**src/rtl/gpu_pixel_writer_pkg.sv**
```systemverilog
// Shared definitions for the framebuffer pixel writer.
// The display geometry macros normally come from gpu_definitions.vh; the
// guarded block below carries the same values (plus the framebuffer address
// width) so this slice elaborates on its own and never redefines them.
`ifndef GPU_DEFINITIONS_VH
`define GPU_DEFINITIONS_VH
`define WIDTH        640
`define HEIGHT       480
`define WIDTH_BITS   10
`define HEIGHT_BITS  9
`define CHANNEL_BITS 8
`define FB_ADDR_BITS 19
`endif

package gpu_pixel_writer_pkg;

  // Width used for full-precision address arithmetic before truncation.
  localparam int CALC_BITS = 32;

  // Linear framebuffer address: base + y*WIDTH + x, not yet truncated.
  function automatic logic [CALC_BITS-1:0] fb_linear_addr(
    input logic [CALC_BITS-1:0] base,
    input logic [CALC_BITS-1:0] x,
    input logic [CALC_BITS-1:0] y
  );
    return base + y * CALC_BITS'(`WIDTH) + x;
  endfunction

  // A pixel is on screen iff both coordinates are strictly inside the frame.
  function automatic logic pix_in_range(
    input logic [CALC_BITS-1:0] x,
    input logic [CALC_BITS-1:0] y
  );
    return (x < CALC_BITS'(`WIDTH)) && (y < CALC_BITS'(`HEIGHT));
  endfunction

  // Saturating 16-bit increment for the drop counter.
  function automatic logic [15:0] sat_inc16(input logic [15:0] v);
    return (v == 16'hFFFF) ? v : v + 16'd1;
  endfunction

endpackage

```
**src/rtl/gpu_pixel_writer_fifo.sv**
```systemverilog
// Small synchronous FIFO holding {addr, data} entries for the pixel writer.
// Exposes both the head and the entry behind it so the write FSM can issue
// back-to-back requests without a bubble.
module gpu_pixel_fifo #(
  parameter int DATA_BITS = 43,
  parameter int DEPTH     = 4,
  localparam int PTR_BITS = $clog2(DEPTH),
  localparam int CNT_BITS = PTR_BITS + 1
) (
  input  logic                 clk,
  input  logic                 n_rst,
  input  logic                 push_i,
  input  logic [DATA_BITS-1:0] din_i,
  input  logic                 pop_i,
  output logic [DATA_BITS-1:0] head_o,
  output logic [DATA_BITS-1:0] second_o,
  output logic [CNT_BITS-1:0]  count_o,
  output logic                 full_o,
  output logic                 empty_o
);

  logic [DATA_BITS-1:0] r_mem [DEPTH];
  logic [PTR_BITS-1:0]  r_wr_ptr;
  logic [PTR_BITS-1:0]  r_rd_ptr;
  logic [CNT_BITS-1:0]  r_count;
  logic                 w_do_push;
  logic                 w_do_pop;

  // Guards keep the pointers consistent even if a caller misbehaves.
  assign w_do_push = push_i && !full_o;
  assign w_do_pop  = pop_i && !empty_o;

  assign full_o   = (r_count == CNT_BITS'(DEPTH));
  assign empty_o  = (r_count == '0);
  assign count_o  = r_count;
  assign head_o   = r_mem[r_rd_ptr];
  assign second_o = r_mem[r_rd_ptr + PTR_BITS'(1)];

  // Storage write; contents need no reset since count gates every read.
  always_ff @(posedge clk) begin
    if (w_do_push) begin
      r_mem[r_wr_ptr] <= din_i;
    end
  end

  // Pointer and occupancy bookkeeping; depth is a power of two so pointers wrap.
  always_ff @(posedge clk) begin
    if (!n_rst) begin
      r_wr_ptr <= '0;
      r_rd_ptr <= '0;
      r_count  <= '0;
    end else begin
      if (w_do_push) r_wr_ptr <= r_wr_ptr + PTR_BITS'(1);
      if (w_do_pop)  r_rd_ptr <= r_rd_ptr + PTR_BITS'(1);
      case ({w_do_push, w_do_pop})
        2'b10:   r_count <= r_count + CNT_BITS'(1);
        2'b01:   r_count <= r_count - CNT_BITS'(1);
        default: r_count <= r_count;
      endcase
    end
  end

endmodule

```
**src/rtl/gpu_pixel_writer.sv**
```systemverilog
// Framebuffer write stage: range-checks incoming pixels, converts them to a
// linear address plus packed colour, buffers them and drains them to SRAM
// one write per pixel over a req/ack port.
module gpu_pixel_writer
  import gpu_pixel_writer_pkg::*;
#(
  parameter int FIFO_DEPTH = 4,
  parameter int ADDR_BITS  = `FB_ADDR_BITS,
  parameter int PIXEL_BITS = 3*`CHANNEL_BITS
) (
  input  logic                     clk,
  input  logic                     n_rst,
  input  logic                     pix_valid_i,
  output logic                     pix_ready_o,
  input  logic [`WIDTH_BITS-1:0]   x_i,
  input  logic [`HEIGHT_BITS-1:0]  y_i,
  input  logic [`CHANNEL_BITS-1:0] r_i,
  input  logic [`CHANNEL_BITS-1:0] g_i,
  input  logic [`CHANNEL_BITS-1:0] b_i,
  input  logic [ADDR_BITS-1:0]     frame_base_i,
  output logic                     mem_req_o,
  output logic [ADDR_BITS-1:0]     mem_addr_o,
  output logic [PIXEL_BITS-1:0]    mem_wdata_o,
  input  logic                     mem_ack_i,
  output logic                     busy_o,
  output logic [15:0]              drop_cnt_o
);

  localparam int ENTRY_BITS = ADDR_BITS + PIXEL_BITS;
  localparam int CNT_BITS   = $clog2(FIFO_DEPTH) + 1;

  typedef enum logic {
    ST_IDLE = 1'b0,
    ST_REQ  = 1'b1
  } state_t;

  state_t                r_state;
  state_t                w_state_next;
  logic [ADDR_BITS-1:0]  r_mem_addr;
  logic [ADDR_BITS-1:0]  w_addr_next;
  logic [PIXEL_BITS-1:0] r_mem_wdata;
  logic [PIXEL_BITS-1:0] w_data_next;
  logic [15:0]           r_drop_cnt;

  logic                  w_accept;
  logic                  w_in_range;
  logic                  w_push;
  logic                  w_drop;
  logic                  w_pop;
  logic [ADDR_BITS-1:0]  w_pix_addr;
  logic [PIXEL_BITS-1:0] w_pix_data;
  logic [ENTRY_BITS-1:0] w_head;
  logic [ENTRY_BITS-1:0] w_second;
  logic [CNT_BITS-1:0]   w_count;
  logic                  w_full;
  logic                  w_empty;

  // Ready comes from the registered count only, so a same-cycle pop never
  // opens a slot for that cycle's push.
  assign pix_ready_o = !w_full;
  assign w_accept    = pix_valid_i && pix_ready_o;
  assign w_in_range  = pix_in_range(CALC_BITS'(x_i), CALC_BITS'(y_i));
  assign w_push      = w_accept && w_in_range;
  assign w_drop      = w_accept && !w_in_range;

  // Address wraps modulo 2^ADDR_BITS; colour is {r,g,b} with r on top.
  assign w_pix_addr = ADDR_BITS'(fb_linear_addr(CALC_BITS'(frame_base_i),
                                                CALC_BITS'(x_i),
                                                CALC_BITS'(y_i)));
  assign w_pix_data = PIXEL_BITS'({r_i, g_i, b_i});

  gpu_pixel_fifo #(
    .DATA_BITS (ENTRY_BITS),
    .DEPTH     (FIFO_DEPTH)
  ) u_fifo (
    .clk      (clk),
    .n_rst    (n_rst),
    .push_i   (w_push),
    .din_i    ({w_pix_addr, w_pix_data}),
    .pop_i    (w_pop),
    .head_o   (w_head),
    .second_o (w_second),
    .count_o  (w_count),
    .full_o   (w_full),
    .empty_o  (w_empty)
  );

  // Next-state and write-port loading; the entry being written stays in the
  // FIFO until acked, so "another entry" means count > 1.
  always_comb begin
    w_state_next = r_state;
    w_addr_next  = r_mem_addr;
    w_data_next  = r_mem_wdata;
    w_pop        = 1'b0;
    case (r_state)
      ST_IDLE: begin
        if (!w_empty) begin
          w_state_next               = ST_REQ;
          {w_addr_next, w_data_next} = w_head;
        end
      end
      ST_REQ: begin
        if (mem_ack_i) begin
          w_pop = 1'b1;
          if (w_count > CNT_BITS'(1)) begin
            {w_addr_next, w_data_next} = w_second;
          end else begin
            w_state_next = ST_IDLE;
          end
        end
      end
      default: w_state_next = ST_IDLE;
    endcase
  end

  // FSM state register.
  always_ff @(posedge clk) begin
    if (!n_rst) r_state <= ST_IDLE;
    else        r_state <= w_state_next;
  end

  // Write address/data registers, held stable while a request is pending.
  always_ff @(posedge clk) begin
    if (!n_rst) begin
      r_mem_addr  <= '0;
      r_mem_wdata <= '0;
    end else begin
      r_mem_addr  <= w_addr_next;
      r_mem_wdata <= w_data_next;
    end
  end

  // Saturating count of off-screen pixels that were accepted and discarded.
  always_ff @(posedge clk) begin
    if (!n_rst)      r_drop_cnt <= '0;
    else if (w_drop) r_drop_cnt <= sat_inc16(r_drop_cnt);
  end

  assign mem_req_o   = (r_state == ST_REQ);
  assign mem_addr_o  = r_mem_addr;
  assign mem_wdata_o = r_mem_wdata;
  assign busy_o      = (r_state == ST_REQ) || !w_empty;
  assign drop_cnt_o  = r_drop_cnt;

endmodule

```
**config.mk**
```make
export PLATFORM = sky130hd
export DESIGN_NAME = gpu_pixel_writer
export DESIGN_NICKNAME = d
export VERILOG_FILES = /design/src/rtl/gpu_pixel_writer_pkg.sv /design/src/rtl/gpu_pixel_writer_fifo.sv /design/src/rtl/gpu_pixel_writer.sv
export SDC_FILE = /design/constraint.sdc
export NUM_CORES = 1
export LEC_CHECK = 0
export ABC_AREA = 1
export BUFFER_PORTS_ARGS = -buffer_cell sky130_fd_sc_hd__buf_2
export CAP_MARGIN = 20
export CORE_ASPECT_RATIO = 0.9
export CORE_MARGIN = 3
export CORE_UTILIZATION = 25
export DETAILED_ROUTE_END_ITERATION = 12
export GPL_TIMING_DRIVEN = 0
export HOLD_SLACK_MARGIN = 0.1
export MAX_ROUTING_LAYER = met4
export PLACE_DENSITY = 0.54
export SYNTH_ARGS = -nofsm -noshare
export SYNTH_HDL_FRONTEND = slang
export SYNTH_SLANG_ARGS = --single-unit
export TNS_END_PERCENT = 5
```
**constraint.sdc**
```tcl
create_clock -name clk -period 3.5 [get_ports clk]
set_clock_uncertainty 0.1 [all_clocks]
set_input_delay 0.875 -clock clk [delete_from_list [all_inputs] [get_ports clk]]
set_output_delay 0.875 -clock clk [all_outputs]
set_load 0.01 [all_outputs]
```
# == Word level (Yosys, flattened, before mapping) ==
# Memories as Yosys holds them, arrays and structs flattened. A register that Yosys moved wholly into a read port is not among the register bits.
# Cells that the tools add are included.
# op_classes
div,0
bitwise_logic,2
n_mux,19
shifts,0
n_addsub,7
reduce_logical,14
eq_ne,7
n_mul,1
magnitude_cmp,3
# op_table
cell,count
$mux 24,3
$mux 19,3
$pmux 24 s2,1
$pmux 19 s2,1
$add 19x10->19,1
$add 19x19->19,1
$add 16x1->16 const B,1
$eq 16x16->1 const B,1
$mul 9x3->12 const B,1
$lt 10x10->1 const B,1
$lt 9x9->1 const B,1
$mux 1,7
$logic_and 1x1->1,6
$pmux 3 s2,1
$add 2x1->2 const B,2
$mux 2,2
$ne 2x2->1 const B,2
$add 3x1->3 const B,1
$eq 3x3->1 const B,1
$gt 3x1->1 const B,1
$logic_not 1->1,3
$logic_not 3->1,1
$reduce_and 3->1,1
$sub 3x1->3 const B,1
8 further kinds,9
# totals
mem_bits_ro,0
reg_bits,67
input_bits,66
latchBits,0
mem_bits_rw,172
n_memories,1
# memory_table
memory,depth,width,read_ports,rd_ports_with_merged_regs,write_ports,line,text
u_fifo.r_mem,4,43,2,1,1,gpu_pixel_writer_fifo.sv:22,logic [DATA_BITS-1:0] r_mem [DEPTH];

# == Depth between registers and ports, before layout ==
# depth
ltp_word,7
depth_mapped,20
ltp_nobuf,20

# == Cells and area by module ==
# From an unflattened synthesis, not the netlist that was laid out.
# hier_totals
cells_unflattened,1478
hier_area_um2,12792.3
# modules_own_cells
mod,cells_each,n_inst,seq_area_each_um2,area_each_um2
gpu_pixel_fifo,814,1,5345.1,8225.4
gpu_pixel_writer,664,1,1201.2,4566.9

# == Worst setup path before layout ==
# OpenSTA, ideal clock, no wires.
# synth_timing
path_type,in2reg
startpoint,input port y_i[1]
endpoint,"memory u_fifo.r_mem[0][41], data pin"
required_ps,3135
setup_ps,265
t_arrival_ps,3395
setup_slack_ps,-260
stages,19
path_buffers,0
path_cell_list,ha_1 > ha_1 > inv_1 > fa_1 > inv_1 > nand2_1 > nand2_1 > and2_1 > nand3_1 > nand3_1 > xor2_1 > ha_1 > ha_1 > a21oi_1 > o21ai_0 > a21oi_1 > nand2_1 > nand2_1 > nand2_1
# synth_via
elab_chain_len,3
# synth_lines
element,line,text
start: declaration,gpu_pixel_writer.sv:16,"input logic [`HEIGHT_BITS-1:0] y_i,"
$mul 9x3->12,gpu_pixel_writer_pkg.sv:26,return base + y * CALC_BITS'(`WIDTH) + x;
$add 19x19->19,gpu_pixel_writer_pkg.sv:26,
$add 19x10->19,gpu_pixel_writer_pkg.sv:26,
named net u_fifo.din_i[41],gpu_pixel_writer_fifo.sv:13,"input logic [DATA_BITS-1:0] din_i,"
end: declaration,gpu_pixel_writer_fifo.sv:22,
# The timed path passes the listed nets, and every way through them passes these cells.

# == Worst setup path after layout ==
# layout_timing
startpoint,input port y_i[2]
endpoint,"memory u_fifo.r_mem[1][41], data pin"
# Same word-level chain as after synthesis.

==> impl_metrics.ini <==
[status]
status = complete, no violations

[detailed_routing]
viasPerCell = 4.73
routedWlPerCell_um = 17.3
ant_nets = 0
first_iter_violations = 1181
drt-total-wl_mm = 40.6
drc_errors = 0
vias = 11100
dr.pass1.iters = 5

[clock_network]
worstSkewPairLatency_ns = 0.56
cts_root_buffer = clkbuf_16
h-tree-depth = 1
cts.sinks = 241
clkSlewWorstSetupHoldPaths_ns = 0.06
cts_tree = done
cts_buffers = 27
clock_path_buffers = 3

[timing]
min_period_ns = 3.37
max_slew_margin_pct = 39.1
holdWs_ns = 0.359
slew_viol_final = 0
max_freq_ghz = 0.296
setup_viol = 0
timing.final.ws_setup_ns = 0.125
worst_pin_slew_ns = 0.911
fin_crit_sh_pct = 96.4
hold_viol_final = 0

[cells_and_area]
fin_nets = 1765
area_growth_syn_to_layout_pct = 21.8
drive_gt1_share_pct = 16.9
fin_area_mm2 = 0.0157

[placement]
routabilityCongestion = 0.841
placed_area_mm2 = 0.0146
preCtsSetupSlack_ns = -0.557
io_buffer_count = 127
hpwl_mm = 28.4

[power_and_ir_drop]
ir_drop_mv = 0.264
p_sw_uw = 2920
powerDensity_mw_per_mm2 = 586
p_clk_share_pct = 35.7
p_sw_share_pct = 31.7
p_leak_uw = 0.00615
internal_power_uw = 6300
seq_power_share_pct = 38.4
combPwrFrac_pct = 26.0

[critical_path]
critPathKind = input port to flop
start_kind = input port
worstPathMaxFanout = 4
required_ns = 3.70
arrival_ns = 3.58
critPathCaptureType = flop

[flow_run]
drv_cap = 0

[synthesis]
synthDistinctLibCells = 37
netlist_top_cells_area = edfxtp_1, dfxtp_1, nand2_1
yosys.area.top_type_share_pct = 40.0
synth_top_area_cell = edfxtp_1
ys.warnings.count = 0
syn-num-nets = 1603
synthCells = 1476
seq_area_frac_synth_pct = 50.7
ys_seq_elements = 241
avgSynthCellArea_um2 = 8.75
synth_area_mm2 = 0.0129

[floorplan]
fp.dieH_um = 222
die_w_um = 246
core_mm2 = 0.0507
die-area_mm2 = 0.0544
start_util_pct = 25.5
boundaryPins = 128
row_count = 78

[global_routing]
grt_antenna_before_repair = 0
grt_pass1_wl_mm = 61.7
grt_overflow_total = 0
grt_max_degree = 25
track_usage_pct = 14.8
grt_pass1_vias = 10700

[min_path]
hold_class = flop to flop
## cells by family after synthesis
| kind of cell | synth area share [%] |
|---|---|
| compound gates | 13.5 |
| buf+inv | 7.05 |
| fa+ha+maj | 6.20 |
| flops | 50.7 |
| simple gates | 21.3 |
| xor+xnor | 1.36 |
## Yosys cell counts, drive strengths merged
| library cell | count |
|---|---|
| nand2 | 366 |
| xnor2 | 5 |
| ha | 56 |
| or2 | 2 |
| o21ai | 142 |
| nor3 | 1 |
| clkinv | 2 |
| buf | 37 |
| a21o | 2 |
| xor2 | 15 |
| nand3 | 131 |
| fa | 5 |
| nand3b | 34 |
| edfxtp | 172 |
| nor3b | 1 |
| nand4 | 6 |
| clkbuf | 38 |
| o211ai | 43 |
| and2 | 2 |
| dfxtp | 69 |
| a21oi | 129 |
| nor2 | 68 |
| nor4 | 2 |
| inv | 147 |
| a21boi | 1 |
## sequential cells by signal, summed over array words and instances (netlist names), named ones only
name             count
drop_cnt_o          16
mem_addr_o          19
mem_req_o            1
mem_wdata_o         24
u_fifo.count_o       3
u_fifo.r_mem       172
u_fifo.r_rd_ptr      2
u_fifo.r_wr_ptr      2
## per-stage QoR
stage	utilization, %	TNS, ns	total power (uW)	instances
after floorplan	-	-28.41	5030	1476
after global placement	28.5	-419.59	5880	2283
after detailed placement	28.8	-10.58	5930	2287
after CTS	30.8	0	9250	2337
after global routing	31.0	-0.0800	9720	2339
final	31.0	0	9230	2341
## final cells by class
| cell class | count | area (um2) |
|---|---|---|
| fillers | 5378 | 35000 |
| diodes | 2 | 5.00 |
| clock buffers | 31 | 721 |
| clock inverters | 19 | 332 |
| flip-flops and latches | 241 | 6550 |
| multi-input cells | 1011 | 5640 |
| well taps | 680 | 851 |
| repair buffers | 133 | 731 |
| inverters | 149 | 564 |
| plain buffers | 75 | 347 |
## cell usage in the layout (no fill, tap or decap), types with 3 or more instances in the layout
cell         n
nand2_1    345
edfxtp_1   172
buf_2      151
inv_1      143
o21ai_0    140
nand3_1    127
a21oi_1    113
dfxtp_1     69
nor2_1      57
ha_1        49
o211ai_1    43
clkbuf_1    39
nand3b_1    34
clkbuf_16   27
nand2_2     18
a21oi_2     16
xor2_1      15
nor2_4       8
bufinv_16    8
buf_4        7
buf_1        7
nand4_1      6
ha_4         6
xnor2_1      5
buf_12       5
inv_2        4
fa_1         4
nand3_2      3
nand2_4      3
clkinv_4     3
clkinv_1     3
clkinv_2     3
clkbuf_8     3
## critical path, cell delays in order
cell,delay [ns]
buf_2,0.11
ha_1,0.31
inv_1,0.07
fa_2,0.40
inv_1,0.06
nand2_1,0.04
nand2_1,0.07
and2_4,0.15
nand3_2,0.06
nand3_2,0.07
xor2_1,0.16
ha_1,0.28
ha_4,0.31
nand2_2,0.07
nor4_2,0.21
nand2_1,0.12
nand3_2,0.13
nand2_4,0.07
## power by group through the flow
stage | registers (uW) | logic [uW] | clock network [uW]
2_1_floorplan | 3650 | 1390 | 0
3_3_place_gp | 3600 | 2280 | 0
3_5_place_dp | 3600 | 2330 | 0
4_1_cts | 3540 | 2350 | 3360
5_1_grt | 3570 | 2660 | 3490
6_report | 3540 | 2400 | 3290
## path summary, 6_finish.rpt
path / startpoint / end / slack (ns) / depth (start not counted)
max: y_i[2] / u_fifo.r_mem[1][41] / 0.13 / 18
min: mem_wdata_o[9] / mem_wdata_o[9] / 0.36 / 2
max reg2reg: u_fifo.count_o[0] / u_fifo.r_mem[3][24] / 0.65 / 8
min reg2reg: mem_wdata_o[9] / mem_wdata_o[9] / 0.36 / 2
## per-layer routing
metal / global-route usage (%) / vias up / share of wire [%]
met3: 2.36 / 88 / 7.4
met2: 23.3 / 426 / 46
met5: - / - / 0
met1: 19.5 / 5188 / 44
met4: 5.03 / 0 / 2.7
li1: - / 5366 / -
## repair_timing
action | in CTS | in global routing
setup buffers | 0 | 2
hold endpoints to repair | 0 | 0
hold buffers | 0 | 0
gates resized for setup | 0 | 16
endpoints found under the setup margin | 0 | 16
(Power assumes the default switching activity.)
